`src/rtl/sparc_pkg.sv`:
```
// Shared SPARC control-transfer decode constants and types for the execute-stage branch unit.
package sparc_pkg;

    localparam logic [1:0] OP_BR   = 2'b00;
    localparam logic [1:0] OP_CALL = 2'b01;
    localparam logic [1:0] OP_ALU  = 2'b10;

    localparam logic [2:0] OP2_BICC = 3'b010;
    localparam logic [5:0] OP3_JMPL = 6'b111000;

    // Bicc condition encodings: the upper half is the complement of the lower half.
    typedef enum logic [3:0] {
        BN, BE, BLE, BL, BLEU, BCS, BNEG, BVS,
        BA, BNE, BG, BGE, BGU, BCC, BPOS, BVC
    } cond_e;

    typedef struct packed {
        logic n;
        logic z;
        logic v;
        logic c;
    } icc_t;

    typedef enum logic [1:0] {IDLE, DELAY, ANNUL} br_state_e;

endpackage

```
`src/rtl/sparc_cond_eval.sv`:
```
// Combinational Bicc condition evaluation against a set of integer condition codes.
module sparc_cond_eval
    import sparc_pkg::*;
(
    input  cond_e i_cond,
    input  icc_t  i_icc,
    output logic  o_taken
);

    logic [3:0] w_cond;
    logic       w_base;

    assign w_cond = i_cond;

    always_comb begin
        w_base = 1'b0;
        case (w_cond[2:0])
            3'b000:  w_base = 1'b0;
            3'b001:  w_base = i_icc.z;
            3'b010:  w_base = i_icc.z | (i_icc.n ^ i_icc.v);
            3'b011:  w_base = i_icc.n ^ i_icc.v;
            3'b100:  w_base = i_icc.c | i_icc.z;
            3'b101:  w_base = i_icc.c;
            3'b110:  w_base = i_icc.n;
            default: w_base = i_icc.v;
        endcase
    end

    assign o_taken = w_base ^ w_cond[3];

endmodule

```
`src/rtl/ex_branch_resolve.sv`:
```
// Execute-stage resolution of Bicc/CALL/JMPL with icc ownership and delay-slot annul FSM.
// Optional taken/untaken counters are built when BRANCH_STATS_EN is defined.
module ex_branch_resolve
    import sparc_pkg::*;
#(
    parameter int PC_SIZE   = 32,
    parameter int INST_SIZE = 32
) (
    input  logic                 i_clk,
    input  logic                 i_rst_n,
    input  logic                 i_ex_valid,
    input  logic                 i_stall,
    input  logic [1:0]           i_op,
    input  logic [2:0]           i_op2,
    input  logic [5:0]           i_op3,
    input  logic [3:0]           i_cond,
    input  logic                 i_a,
    input  logic                 i_i,
    input  logic [12:0]          i_imm13,
    input  logic [21:0]          i_disp22,
    input  logic [29:0]          i_disp30,
    input  logic [PC_SIZE-1:0]   i_pc_plus4,
    input  logic [INST_SIZE-1:0] i_valA,
    input  logic [INST_SIZE-1:0] i_valB,
    input  logic                 i_icc_we,
    input  logic [3:0]           i_icc_in,
    output logic                 o_redirect,
    output logic [PC_SIZE-1:0]   o_redirect_pc,
    output logic                 o_ex_squash,
    output logic                 o_misalign,
    output logic [3:0]           o_icc_out,
    output logic [31:0]          o_stat_taken,
    output logic [31:0]          o_stat_untaken
);

    br_state_e r_state, w_next_state;
    icc_t      r_icc, w_icc_eval;

    logic                 r_redirect, r_misalign;
    logic [PC_SIZE-1:0]   r_redirect_pc;
    logic                 w_is_bicc, w_is_call, w_is_jmpl, w_jmpl_bad;
    logic                 w_cond_true, w_active, w_taken, w_annul, w_resolves;
    logic [PC_SIZE-1:0]   w_pc, w_bicc_tgt, w_call_tgt, w_jmpl_tgt, w_target;
    logic [INST_SIZE-1:0] w_jmpl_off, w_jmpl_sum;

    assign w_is_bicc = (i_op == OP_BR)  && (i_op2 == OP2_BICC);
    assign w_is_call = (i_op == OP_CALL);
    assign w_is_jmpl = (i_op == OP_ALU) && (i_op3 == OP3_JMPL);

    assign w_pc       = i_pc_plus4 - PC_SIZE'(4);
    assign w_bicc_tgt = w_pc + (PC_SIZE'($signed(i_disp22)) << 2);
    assign w_call_tgt = w_pc + PC_SIZE'({i_disp30, 2'b00});
    assign w_jmpl_off = i_i ? INST_SIZE'($signed(i_imm13)) : i_valB;
    assign w_jmpl_sum = i_valA + w_jmpl_off;
    assign w_jmpl_tgt = PC_SIZE'(w_jmpl_sum);
    assign w_jmpl_bad = w_is_jmpl && (w_jmpl_sum[1:0] != 2'b00);

    assign w_target = w_is_bicc ? w_bicc_tgt : (w_is_call ? w_call_tgt : w_jmpl_tgt);

    // Bicc sees the flags being written this cycle by the older ALU op.
    assign w_icc_eval = i_icc_we ? icc_t'(i_icc_in) : r_icc;

    sparc_cond_eval u_cond_eval (
        .i_cond  (cond_e'(i_cond)),
        .i_icc   (w_icc_eval),
        .o_taken (w_cond_true)
    );

    assign w_active   = i_ex_valid && !i_stall && !o_ex_squash;
    assign w_taken    = w_is_call || (w_is_jmpl && !w_jmpl_bad) || (w_is_bicc && w_cond_true);
    assign w_annul    = w_is_bicc && i_a && (!w_cond_true || (i_cond == BA));
    assign w_resolves = w_active && (w_is_call || w_is_bicc || (w_is_jmpl && !w_jmpl_bad));

    always_ff @(posedge i_clk or negedge i_rst_n) begin
        if (!i_rst_n) r_state <= IDLE;
        else          r_state <= w_next_state;
    end

    // A CTI in the delay slot re-arms the FSM just as it would from IDLE.
    always_comb begin
        w_next_state = r_state;
        if (!i_stall) begin
            case (r_state)
                IDLE, DELAY: begin
                    if (w_active)
                        w_next_state = w_resolves ? (w_annul ? ANNUL : DELAY) : IDLE;
                end
                ANNUL: begin
                    if (i_ex_valid) w_next_state = IDLE;
                end
                default: w_next_state = IDLE;
            endcase
        end
    end

    always_comb begin
        o_ex_squash = (r_state == ANNUL) && i_ex_valid;
    end

    always_ff @(posedge i_clk or negedge i_rst_n) begin
        if (!i_rst_n) begin
            r_icc         <= '0;
            r_redirect    <= 1'b0;
            r_redirect_pc <= '0;
            r_misalign    <= 1'b0;
        end else begin
            if (!i_stall && i_icc_we) r_icc <= icc_t'(i_icc_in);
            r_redirect <= w_active && w_taken;
            r_misalign <= w_active && w_jmpl_bad;
            if (w_active && w_taken) r_redirect_pc <= w_target;
        end
    end

    assign o_redirect    = r_redirect;
    assign o_redirect_pc = r_redirect_pc;
    assign o_misalign    = r_misalign;
    assign o_icc_out     = r_icc;

`ifdef BRANCH_STATS_EN
    logic [31:0] r_stat_taken, r_stat_untaken;

    always_ff @(posedge i_clk or negedge i_rst_n) begin
        if (!i_rst_n) begin
            r_stat_taken   <= '0;
            r_stat_untaken <= '0;
        end else begin
            if (w_active && w_taken)                 r_stat_taken   <= r_stat_taken + 32'd1;
            if (w_active && w_is_bicc && !w_cond_true) r_stat_untaken <= r_stat_untaken + 32'd1;
        end
    end

    assign o_stat_taken   = r_stat_taken;
    assign o_stat_untaken = r_stat_untaken;
`else
    assign o_stat_taken   = '0;
    assign o_stat_untaken = '0;
`endif

endmodule

```
`config.mk`:
```
export PLATFORM = sky130hd
export DESIGN_NAME = ex_branch_resolve
export DESIGN_NICKNAME = d
export VERILOG_FILES = /design/src/rtl/sparc_pkg.sv /design/src/rtl/sparc_cond_eval.sv /design/src/rtl/ex_branch_resolve.sv
export SDC_FILE = /design/constraint.sdc
export NUM_CORES = 1
export LEC_CHECK = 0
export ABC_AREA = 1
export CELL_PAD_IN_SITES_DETAIL_PLACEMENT = 0
export CELL_PAD_IN_SITES_GLOBAL_PLACEMENT = 1
export CORE_MARGIN = 2
export CORE_UTILIZATION = 30
export CTS_CLUSTER_DIAMETER = 30
export DETAILED_ROUTE_END_ITERATION = 10
export PLACE_DENSITY = 0.86
export SYNTH_ARGS = -nofsm -noshare
export SYNTH_HDL_FRONTEND = slang
export SYNTH_SLANG_ARGS = --single-unit
```
`constraint.sdc`:
```
create_clock -name i_clk -period 1.8 [get_ports i_clk]
set_clock_uncertainty 0.1 [all_clocks]
set_input_delay 0.36 -clock i_clk [delete_from_list [all_inputs] [get_ports i_clk]]
set_output_delay 0.36 -clock i_clk [all_outputs]
set_load 0.1 [all_outputs]
```
### Yosys cells after proc, flatten, opt, wreduce, memory -nomap -nowiden

Cells that the tools add are included.

* register bits: 40
* input bits: 187

* add/sub/neg operators: 4
* equality and inequality tests: 15
* mux-type cells: 10
* bitwise gates (word level): 5
* reduce and logical (&&, ||, !) cells: 29

Operators by type and width (count)
* $add A32 B32 Y32: 3
* $mux W32: 3
* $sub A32 B3 Y32 const B: 1
* $logic_and A1 B1 Y1: 14
* $eq A3 B2 Y1 const B: 3
* $eq A3 B3 Y1 const B: 3
* $mux W2: 4
* $pmux W1 S7: 1
* $eq A6 B6 Y1 const B: 1
* $logic_or A1 B1 Y1: 5
* $eq A2 B1 Y1 const B: 2
* $eq A2 B2 Y1 const B: 2
* $eq A4 B4 Y1 const B: 1
* $logic_not A1 Y1: 4
* $logic_not A2 Y1: 2
* $mux W4: 1
* $ne A2 B2 Y1 const B: 2
* $pmux W2 S2: 1
* $eq A3 B1 Y1 const B: 1
* $logic_not A3 Y1: 1
* $reduce_and A3 Y1: 1
* $or A1 B1 Y1: 2
* $reduce_bool A2 Y1: 1
* $reduce_or A2 Y1: 1
* other kinds (2): 3

### Longest topological paths before layout

* depth after elaboration: 12
* depth in mapped cells: 27

### By module

Synthesis repeated with hierarchy kept, for this count alone.

* cell total of the unflattened synthesis: 1714
* area, all modules: 9651.8 µm²

Modules (own cells, without submodules)
* ex_branch_resolve: instances 1, cells each 1688, area an instance 9532.9 µm², sequential area each 1001.0 µm²
* sparc_cond_eval: instances 1, cells each 26, area an instance 118.9 µm², sequential area each 0.0 µm²

### Least setup slack after synthesis

OpenSTA, ideal clock, no wires.

* path kind: input -> register
* start point: in i_pc_plus4[2]
* end point: reg r_redirect_pc[31], in the netlist o_redirect_pc[31]
* library setup time: 121 ps
* arrival time: 2932 ps
* data required time: 1579 ps
* slack: -1353 ps
* cell stages on the path: 25
* path through: inv_1 ha_1 nand2_1 inv_1 nand2_2 nor3_2 nand2_1 nor2_1 and3_2 nand3_1 xor2_1 inv_1 ha_1 a21oi_1 o21ai_0 nand2_1 nand2_1 a21oi_1 nand2_1 nand2_1 nand2_1 nor2_1 nor2_1 nor2_1 nor2_1

* cells in the longest elaborated chain, start to end: 4
* elaborated cells on any way between the ends: 5

RTL lines
* start: declaration: RTL line ex_branch_resolve.sv:22 `input logic [PC_SIZE-1:0] i_pc_plus4,`
* $sub A32 B3 Y32 *: RTL line ex_branch_resolve.sv:50 `assign w_pc = i_pc_plus4 - PC_SIZE'(4);`
* $add A32 B32 Y32: RTL line ex_branch_resolve.sv:52 `assign w_call_tgt = w_pc + PC_SIZE'({i_disp30, 2'b00});`
* $mux W32: RTL line ex_branch_resolve.sv:58 `assign w_target = w_is_bicc ? w_bicc_tgt : (w_is_call ? w_call_tgt : w_jmpl_tgt);`
* $mux W32 *: RTL line ex_branch_resolve.sv:58
* end signal: assignment: RTL line ex_branch_resolve.sv:110 `if (w_active && w_taken) r_redirect_pc <= w_target;`
* end: declaration: RTL line ex_branch_resolve.sv:40 `logic [PC_SIZE-1:0] r_redirect_pc;`

Every way passes the cells marked *; elsewhere a longest branch is shown, timed or not.
A chain may end at the register's enable or synchronous reset.

### Final worst setup path

Ends and elaborated chain as after synthesis.

==> impl_metrics.json <==
{
  "ys_seq_elements": 40,
  "grt_pass1_vias": 13916,
  "post_drt_via_cell_ratio": 4.81,
  "netlist.area_leader.share": 0.244,
  "synth_top_family_by_area": "simple AND/OR/NAND/NOR gates",
  "groute.layer.met3.usage": 0.0347,
  "critical_path.endpoint": "o_redirect_pc[31]",
  "synth-main-ff-cell": "dfrtp_1",
  "core.rowCount": 67,
  "static-leakage-power_nw": 9.99,
  "postSynth.asyncResetShare": 1.00,
  "synth-simple-area-share": 0.446,
  "grt_use_met1": 0.335,
  "cts_root_buf": "clkbuf_16",
  "grt_start_max_net_pins": 41,
  "die_w_um": 189,
  "layout_commonest_cell": "nand2_1",
  "setup_slack_ns": -1.37,
  "path_max_fanout": 3,
  "crit_top_cell": "buf_4",
  "final_nets": 2821,
  "cap_violations": 0,
  "cp.buffers_inverters": 15,
  "fin_setup_tns_ns": -35.52,
  "grt_antenna_before_repair": 1,
  "status": "finished, violations left",
  "io_buffer_count": 225,
  "seq_area_frac_synth": 0.0973,
  "timing.critical_path.depth": 26,
  "htree_levels": 2,
  "finalHoldViolations": 0,
  "cts.clk_slew.worst_paths_ns": 0.07,
  "crit_path_start": "i_pc_plus4[2]",
  "max-vdd-ir-drop_mv": 0.639,
  "crit_path_max_incr_delay_ns": 0.22,
  "synth_area_leader_cell": "nand2_1",
  "critPathArrivalTime_ns": 3.28,
  "min_path_type": "reg2reg",
  "drive_above_1_share": 0.394,
  "grt_pass1_wl_um": 74300,
  "cts.path.max_buffers": 2,
  "timing.reg2reg.worst_path_depth": 16,
  "globalRouteOverflowTotal": 0,
  "synth_fa_ha_area_frac": 0.119,
  "final_setup_viols": 36,
  "finish.instance_area_um2": 19700,
  "worst_r2r_startpoint": "o_icc_out[1]",
  "drtPass1Iterations": 5,
  "tritoncts": "yes",
  "critPathSlowestCell": "nand4_1",
  "mostFrequentLayoutCells": "nand2_1 (518), buf_4 (366), inv_1 (270), clkdlybuf4s50_1 (162), nand2_2 (129)",
  "grt_usage": 0.264,
  "place_congestion": 0.943,
  "num_vias": 14373,
  "synth_top_cells_by_area": "nand2_1 (24%), ha_1 (11%), inv_1 (11%)",
  "initial_core_util": 0.306,
  "power-per-cell-area_nw_per_um2": 598,
  "route.antenna.remaining_nets": 0,
  "worstPathRequired_ns": 1.91,
  "cp_top_family": "buffers and inverters",
  "synth_enable_flop_cells": 0,
  "finalCriticalPeriod_ns": 3.17,
  "post_synth_inst_count": 1897,
  "dp_slack_ns": -2.37,
  "globalRouteMet2Util": 0.452,
  "clock_sinks": 40,
  "setup.worst_path.class": "in2reg",
  "worstSetupEndpointType": "flop",
  "detailed_place.area_um2": 16300,
  "post_synth_mux_area_share": 0.0140,
  "setup.reg_to_reg.worst_slack_ns": -0.25,
  "netlist_area_before_placement_um2": 10300,
  "synth-warning-count": 0,
  "timing.fmax_ghz": 0.315,
  "synth.lib_cells_used.distinct": 46,
  "cts_buffers": 5,
  "startpoint_type": "input pin",
  "fp.dieArea_um2": 35800,
  "syn2layout_area_growth_pct": 91.6,
  "postRouteWirelength_um": 49500,
  "reg2reg_to": "o_redirect_pc[26]",
  "drv_slew": 0,
  "synth.avg_cell_area_um2": 5.42,
  "detailedRoute.firstIterationViolations": 1028,
  "dp_hpwl_um": 38300,
  "fp.coreArea_um2": 33600,
  "layout.core_utilization": 0.586,
  "period_share": 1.76,
  "die-height_um": 189,
  "drc": 0,
  "post_synth_xor_area_fraction": 0.0400,
  "grt.busiest_layer": "met2",
  "synth-compound-area-share": 0.109,
  "rsz0062_at_grt": "yes",
  "io_pins": 290,
  "failed_checks": "setup timing",
  "post_drt_wl_per_cell_um": 16.6,
  "clk-insertion-delay-late_ns": 0.31
}
==> synthesized netlist by cell type (4+ instances only) <==
cell,number
a21oi_1,96
and2_1,4
buf_4,66
clkbuf_1,13
dfrtp_1,40
ha_1,93
inv_1,303
mux2_2,11
nand2_1,668
nand2_2,26
nand3_1,143
nand3b_1,12
nand4_1,24
nor2_1,180
nor3_1,19
nor4_1,5
o21a_1,11
o21ai_0,75
o21bai_1,13
or2_2,5
xnor2_1,10
xor2_1,37
==> per-layer routing <==
layer	share of wire	routed length [µm]
met1	0.43	21100
met2	0.47	23100
met3	0.063	3130
met4	0.044	2180
met5	0	0
==> worst min-delay path: stages, from the launching register on <==
cell and delay [ns]:
dfrtp_1 0.40, nand2_1 0.07, nand2_1 0.05
==> worst min path at each step <==
stage	from	endpoint	slack, ns	cells after the start
floorplan	i_rst_n	o_icc_out[0]	-0.04	0
global placement	i_rst_n	o_icc_out[0]	0.26	2
detailed placement	i_rst_n	o_icc_out[3]	0.26	2
CTS	o_redirect_pc[19]	o_redirect_pc[19]	0.45	2
global route	o_redirect_pc[7]	o_redirect_pc[7]	0.47	2
finish	o_redirect_pc[14]	o_redirect_pc[14]	0.44	2
==> registers in the layout, indices dropped and copies added (netlist names) <==
signal,count
o_misalign,1
o_icc_out,4
r_state,2
o_redirect,1
o_redirect_pc,32
==> layout make-up <==
| class | instances | area [µm²] |
|---|---|---|
| Antenna cell | 1 | 2.50 |
| Clock buffer | 5 | 125 |
| Clock inverter | 3 | 47.5 |
| Fill cell | 3073 | 13900 |
| Inverter | 306 | 1190 |
| Multi-Input combinational cell | 1525 | 10300 |
| Sequential cell | 40 | 1000 |
| Tap cell | 448 | 561 |
| Timing Repair Buffer | 660 | 6430 |
==> metrics by stage <==
stage	hold WS, ns	std cells	power (mW)
6_report	0.444	2988	11.8
5_1_grt	0.474	2987	12.4
4_1_cts	0.451	2962	11.3
3_5_place_dp	0.260	2890	9.33
3_3_place_gp	0.257	2890	9.28
2_1_floorplan	-0.0356	1960	5.98
==> cells by family (layout without fill, tap and decap cells) <==
| family | count (synthesis) | after routing |
|---|---|---|
| xor+xnor | 47 | 47 |
| flops | 40 | 40 |
| fa+ha+maj | 96 | 96 |
| buf+inv | 395 | 974 |
| mux | 13 | 13 |
| simple gates | 1099 | 1099 |
| other cells | 1 | 65 |
| compound gates | 206 | 206 |
==> timing repair <==
action,CTS,global route
setup endpoints to repair,36,36
hold buffers,1,0
pin swaps,160,169
cloned,10,0
gates resized for setup,407,247
hold endpoints to repair,40,0
setup buffers,54,33
==> where the power goes <==
part / switching, mW / internal [mW] / total (mW) / leakage (nW)
clock network: 0.450 / 0.661 / 1.11 / 0.0840
logic: 5.51 / 3.73 / 9.24 / 9.40
registers: 0.331 / 1.11 / 1.44 / 0.507
Note: power is estimated with default switching activity, not from simulation.
